### src/rtl/fir_pkg.sv
// Shared constants, state type and symbol-to-level map for the FIR feed sequencer.
package fir_pkg;

    localparam int FIR_UPS      = 4;
    localparam int FIR_NTAPS    = 81;
    localparam int FIR_PIPE_LAT = 11;
    localparam int FIR_CNT_W    = 16;

    typedef enum logic [1:0] {
        IDLE  = 2'd0,
        RUN   = 2'd1,
        DRAIN = 2'd2
    } state_t;

    // 2*sym-7 in 4-bit two's complement: {sym,1} - 8 is just {sym,1} with the MSB flipped.
    function automatic logic signed [3:0] sym_to_level(input logic [2:0] sym);
        return $signed({~sym[2], sym[1:0], 1'b1});
    endfunction

endpackage

### src/rtl/fir_valid_dly.sv
// DEPTH-stage 1-bit delay line aligning burst activity with the FIR output.
module fir_valid_dly #(
    parameter int DEPTH = 11
) (
    input  logic clk,
    input  logic nrst,
    input  logic i_din,
    output logic o_dout,
    output logic o_any
);

    logic [DEPTH-1:0] r_sr;

    always_ff @(posedge clk or negedge nrst) begin
        if (!nrst) begin
            r_sr <= '0;
        end else begin
            r_sr[0] <= i_din;
            for (int i = 1; i < DEPTH; i++) begin
                r_sr[i] <= r_sr[i-1];
            end
        end
    end

    assign o_dout = r_sr[DEPTH-1];
    assign o_any  = |r_sr;

endmodule

### src/rtl/fir_feed_ctrl.sv
// Symbol sequencer for the pulse-shaping FIR: level map, zero-stuffing, drain and
// shape-valid tracking.
module fir_feed_ctrl
    import fir_pkg::*;
#(
    parameter int UPS      = FIR_UPS,
    parameter int NTAPS    = FIR_NTAPS,
    parameter int PIPE_LAT = FIR_PIPE_LAT,
    parameter int CNT_W    = FIR_CNT_W
) (
    input  logic                clk,
    input  logic                nrst,
    input  logic                i_start,
    input  logic                i_stop,
    input  logic                i_sym_valid,
    input  logic [2:0]          i_sym,
    output logic                o_sym_ready,
    output logic signed [3:0]   o_fir_data,
    output logic                o_shape_valid,
    output logic                o_busy,
    output logic                o_underrun,
    output logic [CNT_W-1:0]    o_underrun_cnt,
    output state_t              o_state
);

    localparam int PH_W = (UPS > 1) ? $clog2(UPS) : 1;
    localparam int DR_W = $clog2(NTAPS);
    localparam logic [PH_W-1:0]  PH_LAST = PH_W'(UPS - 1);
    localparam logic [DR_W-1:0]  DR_LAST = DR_W'(NTAPS - 2);
    localparam logic [CNT_W-1:0] CNT_MAX = '1;

    state_t              r_state;
    logic [PH_W-1:0]     r_phase;
    logic                r_stop_pend;
    logic [DR_W-1:0]     r_drain_cnt;
    logic signed [3:0]   r_fir_data;
    logic                r_act_q;
    logic                r_underrun;
    logic [CNT_W-1:0]    r_underrun_cnt;
    logic                w_dly_any;
    logic                w_shape_valid;
    logic                w_handshake;

    // Handshake: a symbol transfers on a clk edge where i_sym_valid && o_sym_ready;
    // ready depends only on state/phase, so valid may wait on it without a loop.
    assign o_sym_ready = (r_state == RUN) && (r_phase == '0);
    assign w_handshake = i_sym_valid && o_sym_ready;

    always_ff @(posedge clk or negedge nrst) begin
        if (!nrst) begin
            r_state        <= IDLE;
            r_phase        <= '0;
            r_stop_pend    <= 1'b0;
            r_drain_cnt    <= '0;
            r_fir_data     <= 4'sd0;
            r_act_q        <= 1'b0;
            r_underrun     <= 1'b0;
            r_underrun_cnt <= '0;
        end else begin
            r_underrun <= 1'b0;
            case (r_state)
                IDLE: begin
                    r_fir_data <= 4'sd0;
                    r_act_q    <= 1'b0;
                    if (i_start && !o_busy) begin
                        r_state        <= RUN;
                        r_phase        <= '0;
                        r_underrun_cnt <= '0;
                        r_stop_pend    <= i_stop;
                    end
                end
                RUN: begin
                    r_act_q <= 1'b1;
                    if (r_phase == '0) begin
                        if (w_handshake) begin
                            r_fir_data <= sym_to_level(i_sym);
                        end else begin
                            r_fir_data <= 4'sd0;
                            r_underrun <= 1'b1;
                            if (r_underrun_cnt != CNT_MAX) begin
                                r_underrun_cnt <= r_underrun_cnt + 1'b1;
                            end
                        end
                    end else begin
                        r_fir_data <= 4'sd0;
                    end
                    if (i_stop) begin
                        r_stop_pend <= 1'b1;
                    end
                    if (r_phase == PH_LAST) begin
                        r_phase <= '0;
                        if (r_stop_pend || i_stop) begin
                            r_state     <= DRAIN;
                            r_drain_cnt <= '0;
                            r_stop_pend <= 1'b0;
                        end
                    end else begin
                        r_phase <= r_phase + 1'b1;
                    end
                end
                DRAIN: begin
                    r_fir_data <= 4'sd0;
                    r_act_q    <= 1'b1;
                    if (r_drain_cnt == DR_LAST) begin
                        r_state <= IDLE;
                    end else begin
                        r_drain_cnt <= r_drain_cnt + 1'b1;
                    end
                end
                default: begin
                    r_state <= IDLE;
                end
            endcase
        end
    end

    fir_valid_dly #(
        .DEPTH (PIPE_LAT)
    ) u_valid_dly (
        .clk    (clk),
        .nrst   (nrst),
        .i_din  (r_act_q),
        .o_dout (w_shape_valid),
        .o_any  (w_dly_any)
    );

    assign o_fir_data     = r_fir_data;
    assign o_shape_valid  = w_shape_valid;
    assign o_busy         = (r_state != IDLE) || w_dly_any || r_act_q;
    assign o_underrun     = r_underrun;
    assign o_underrun_cnt = r_underrun_cnt;
    assign o_state        = r_state;

endmodule

### config.mk
export PLATFORM = sky130hd
export DESIGN_NAME = fir_feed_ctrl
export DESIGN_NICKNAME = d
export VERILOG_FILES = /design/src/rtl/fir_pkg.sv /design/src/rtl/fir_valid_dly.sv /design/src/rtl/fir_feed_ctrl.sv
export SDC_FILE = /design/constraint.sdc
export NUM_CORES = 1
export LEC_CHECK = 0
export BUFFER_PORTS_ARGS = -buffer_cell sky130_fd_sc_hd__buf_2
export CAP_MARGIN = 20
export CORE_AREA = 2 2 90 92
export CTS_BUF_LIST = sky130_fd_sc_hd__clkbuf_8
export DETAILED_ROUTE_END_ITERATION = 12
export DIE_AREA = 0 0 92 94
export PLACE_DENSITY = 0.56
export SYNTH_ARGS = -nofsm -noshare
export SYNTH_HDL_FRONTEND = slang
export SYNTH_SLANG_ARGS = --single-unit
### constraint.sdc
create_clock -name clk -period 5.97 [get_ports clk]
set_input_delay 1.194 -clock clk [delete_from_list [all_inputs] [get_ports clk]]
set_output_delay 1.194 -clock clk [all_outputs]
set_load 0.02 [all_outputs]
Yosys cells after proc, flatten, opt, wreduce, memory -nomap -nowiden
Index checks and enable logic that the tools add are counted.
Storage, ports and cells
  bits in registers: 45
  input bits: 8
  word-level logic and storage cells: 76
  output and inout bits: 26
Operators by class
  multiplexer cells: 29
  reductions and logical operators: 21
  equal/unequal tests: 13
  add/sub/neg operators: 3
  bitwise logic cells: 1
Operators by type and width (count)
  2-to-1 mux 16 bit: 4
  one-hot mux 16 bit (2 select lines): 1
  2-to-1 mux 7 bit: 3
  adder 16 x 1 -> 16 bit, second input constant: 1
  != test 16 bit, second input constant: 1
  one-hot mux 7 bit (2 select lines): 1
  2-to-1 mux 2 bit: 6
  OR reduction 11 bit: 1
  nonzero test 2 bit: 5
  2-to-1 mux 4 bit: 2
  != test 2 x 1 -> 1 bit, second input constant: 4
  != test 2 bit, second input constant: 4
  one-hot mux 4 bit (2 select lines): 1
  AND reduction 4 bit: 2
  adder 7 x 1 -> 7 bit, second input constant: 1
  equality test 7 bit, second input constant: 1
  2-to-1 mux 1 bit: 7
  one-hot mux 2 bit (3 select lines): 1
  AND reduction 5 bit: 1
  equality test 2 bit, second input constant: 2
  zero test 2 bit: 2
  one-hot mux 1 bit (2 select lines): 2
  one-hot mux 2 bit (2 select lines): 1
  OR reduction 2 bit: 2
  7 further kinds: 11

Logic depth before layout (Yosys ltp)
  depth in word-level cells: 7
  depth in mapped cells: 8
  gate-level depth less buffers: 7

Modules after synthesis
From an unflattened synthesis, not the netlist that was laid out.
Second synthesis, totals
  cells, all modules: 219
  area, all modules: 2282.2 µm²
Modules (own cells, without submodules)
  fir_feed_ctrl: cells each 204, area each 1984.4 µm², seq. area each 850.8 µm², times used 1
  fir_valid_dly: cells each 15, area each 297.8 µm², seq. area each 275.3 µm², times used 1

Least setup slack after synthesis
OpenSTA, ideal clock, no wires.
  path kind: input to register
  start point: in i_start
  end point: reg r_underrun_cnt[7], in the netlist o_underrun_cnt[7]
  setup slack: 3.228 ns
  required time: 5.901 ns
  stages: 6
  arrival: 2.673 ns
  buffers on the path: 1
  setup time: 0.069 ns
  cell sequence: nor3b_1 -> a41oi_4 -> or2_1 -> buf_6 -> or4_1 -> nand3_1
On the way
  cells in the longest elaborated chain, start to end: 3
Ends and longest elaborated chain
  from (decl): line fir_feed_ctrl.sv:13  | input logic i_start,
  logical AND 1 bit: line fir_feed_ctrl.sv:65  | if (i_start && !o_busy) begin
  != test 2 bit (no line)
  AND reduction 5 bit (no line)
  to (signal assigned): line fir_feed_ctrl.sv:81  | r_underrun_cnt <= r_underrun_cnt + 1'b1;
  to (decl): line fir_feed_ctrl.sv:39  | logic [CNT_W-1:0] r_underrun_cnt;
Every way passes these cells.
A chain may end at the register's enable or synchronous reset.

Worst setup path after layout
  start point: reg r_state[1], in the netlist o_state[1]
  end point: out o_sym_ready
On the way
  cells in the longest elaborated chain, start to end: 2
Ends and longest elaborated chain
  from (decl): line fir_feed_ctrl.sv:32  | state_t r_state;
  from (signal assigned): line fir_feed_ctrl.sv:51  | r_state <= IDLE;
  from (signal assigned): line fir_feed_ctrl.sv:66  | r_state <= RUN;
  from (signal assigned): line fir_feed_ctrl.sv:93  | r_state <= DRAIN;
  equality test 2 x 1 -> 1 bit: line fir_feed_ctrl.sv:46  | assign o_sym_ready = (r_state == RUN) && (r_phase == '0);
  logical AND 1 bit: line fir_feed_ctrl.sv:46
  to (decl): line fir_feed_ctrl.sv:17  | output logic o_sym_ready,
Every way passes these cells.

==> flow_metrics.tcl <==
set metrics [dict create \
    synth_compound_area_share_pct 14.6 \
    drtPass1Iterations 4 \
    die_width_um 92 \
    cts_buffers 5 \
    io_pins 34 \
    nets 282 \
    grt_pass1_wl_mm 8.65 \
    drc_errors 0 \
    insertion_delay_ps 290 \
    r2r-end "o_underrun_cnt[7]$_DFFE_PN0P_" \
    hold_class "reg -> reg" \
    synth_top_family_by_area "simple AND/OR/NAND/NOR gates" \
    rows 32 \
    core_area_sq_mm 0.00761 \
    cts-hold-fix-buffers 0 \
    vias 1835 \
    worstMarginPinSlew_ps 686 \
    avgRoutedWirePerCell_um 13.7 \
    port_buffers 33 \
    postCtsResizedCells 0 \
    numClockSinks 45 \
    h-tree-depth 2 \
    yosys-mux-area-fraction_pct 3.19 \
    synthAdderAreaFrac_pct 5.41 \
    layout-drive-gt1-share_pct 18.5 \
    async_flop_share_pct 100 \
    layout_setup_ws_ps 2770 \
    cts_tree "built" \
    hold_start "u_valid_dly.r_sr[6]$_DFF_PN0_" \
    hold_viol_final 0 \
    crit_fanout 20 \
    r2r_start "o_state[1]$_DFFE_PN0P_" \
    seq_area_frac_synth_pct 48.7 \
    rsz0062_at_grt "no" \
    synthSimpleGateAreaFrac_pct 22.3 \
    hold_ws_ps 405 \
    antenna_found_initial 0 \
    power.density_mw_per_mm2 423 \
    reg2regPathDepth 6 \
    synth_top_cell_by_area "dfrtp_1" \
    gp_congestion 0.810 \
    ant_nets 0 \
    hpwl_mm 3.65 \
    cp-start-kind "flip-flop" \
    worstPathArrival_ps 2010 \
    globalRouteOverflowTotal 0 \
    synth-xor-area-share_pct 1.89 \
    postRouteWirelength_mm 5.02 \
    p_leak_nw 1.24 \
    min_path_cells 0 \
    die_h_um 94 \
    nFillCells 792 \
    finalClockSkew_ps 6.42 \
    syn_avg_cell_area_sq_um 10.0 \
    synthCells 230 \
    initial_core_util_pct 30.4 \
    maxSlewHeadroom_pct 54.3 \
    syn_area_sq_mm 0.00231 \
    fin_crit_sh_pct 53.6 \
    synthTopCellsByCount "45 x dfrtp_1, 21 x nor2_1, 19 x nand2_1" \
    drv_slew 0 \
    required_ps 4780 \
    yosysMostFrequentCell "dfrtp_1" \
    worstSetupEndpointType "primary output" \
    syn_nets 248 \
    synth_edf_count 0 \
    clockRootBuffer "clkbuf_8" \
    place_area_sq_mm 0.00257 \
    maxCapViolCount 0 \
    crit_type "reg -> out" \
    grt_start_max_net_pins 46 \
    post_cts_buffers 0 \
    r2r_slack_ps 3390 \
    grtUsageTotal_pct 12.6 \
    synthToLayoutAreaGrowth_pct 17.0 \
    fp.dieArea_sq_mm 0.00865 \
    netlist.area_leader.share_pct 48.7 \
    whs_endpoint "u_valid_dly.r_sr[7]$_DFF_PN0_" \
    synth_cell_types 46 \
    synth_area_leaders "dfrtp_1 49%, ha_1 5.4%, nand4_1 3.8%, nor2_1 3.4%, nand3_1 3.2%" \
    clk_pin_slew_ps 80 \
    tns_ps 0 \
    fmax_ghz 0.313 \
    fin_crit_ps 3200 \
    status "finished clean" \
    vdd_ir_drop_max_uv 222 \
    synth.ff_latch_count 45 \
    fin_area_sq_mm 0.00270 \
    ctsLongestPathBuffers 2 \
    setup_viol 0 \
    yosys_warnings 0 \
    place_ws_ps 2990 \
    n_antenna_cell 0 \
    grt_pass1_vias 1798 \
    initialDrtViolationCount 137 \
    viasPerCell 5.00 \
    synthFlopType "dfrtp_1" \
]
## cell usage in the layout, fill, tap and decap left out, types with 2 or more instances in the layout
cell	instances
o21ai_1	4
and3_1	2
nand4_1	14
nor2_1	21
xor2_1	5
nand2_1	19
mux2i_1	4
clkbuf_8	6
nand3_1	15
a31oi_1	3
nor3_1	6
inv_1	15
o31ai_1	3
or4_1	2
dfrtp_1	45
o21ai_0	7
nor4_1	2
ha_1	10
nand2b_1	2
a22o_1	4
and4_1	3
or3_1	3
mux2_2	3
a21oi_1	12
buf_2	33
## worst max-delay path, stage by stage, from the launching register on
cell and delay [ps]:
dfrtp_1 430, inv_1 140, ha_1 610, nand2_1 200, inv_1 150, buf_2 180
## worst max-delay path by stage
| stage | from | to | slack (ps) | cells past startpoint |
|---|---|---|---|---|
| after CTS | o_state[1]$_DFFE_PN0P_ | o_sym_ready | 2730 | 5 |
| after detailed placement | i_start | o_underrun_cnt[7]$_DFFE_PN0P_ | 2990 | 6 |
| final | o_state[1]$_DFFE_PN0P_ | o_sym_ready | 2770 | 5 |
| after global placement | i_start | o_underrun_cnt[7]$_DFFE_PN0P_ | 3030 | 6 |
| after global routing | o_state[1]$_DFFE_PN0P_ | o_sym_ready | 2580 | 5 |
| after floorplan | i_start | o_underrun_cnt[7]$_DFFE_PN0P_ | 3230 | 6 |
## cell type report
| cell class | count | area, sq um | share of cell area, % |
|---|---|---|---|
| clock inverter | 2 | 33.8 | 1.25 |
| timing repair buffer | 34 | 185 | 6.85 |
| clock buffer | 6 | 82.6 | 3.05 |
| multi-input combinational | 164 | 1100 | 40.5 |
| sequential | 45 | 1130 | 41.6 |
| inverter | 14 | 52.6 | 1.94 |
| tap | 102 | 128 | 4.72 |
## cells by family after synthesis
kind of cell               Yosys count
and+or+nand+nor                     95
AOI/OAI and AO/OA                   47
DFF                                 45
buffers and inverters               21
adders and majority gates           10
muxes                                7
xor gates and xnor gates             5
## per-layer routing
| metal | track usage [%] | wire (um) |
|---|---|---|
| met3 | 3.29 | 286 |
| met4 | 4.35 | 66 |
| met1 | 17.1 | 2430 |
| met2 | 19.4 | 2240 |
| met5 | 0 | 0 |
## per-stage QoR
step | total power (W) | util, % | cells
floorplan | 0.000794 | - | 230
CTS | 0.00115 | 35.3 | 366
global placement | 0.000906 | 33.8 | 358
detailed placement | 0.000915 | 33.8 | 358
finish | 0.00114 | 35.5 | 367
global route | 0.00124 | 35.5 | 367
## state kept, by name (all words and copies together) (netlist names)
register / cells
o_underrun: 1
o_state: 2
r_phase: 2
o_underrun_cnt: 16
o_fir_data: 4
r_act_q: 1
r_stop_pend: 1
r_drain_cnt: 7
u_valid_dly.r_sr: 11
## power by group
part	total (W)	switching, W	internal [W]	leakage [nW]
logic	0.000442	0.000286	0.000157	0.587
registers	0.000464	0.0000776	0.000387	0.591
clock network	0.000237	0.000102	0.000135	0.0626
total	0.00114	0.000465	0.000678	1.24
Power figures use the tool's default switching activity.
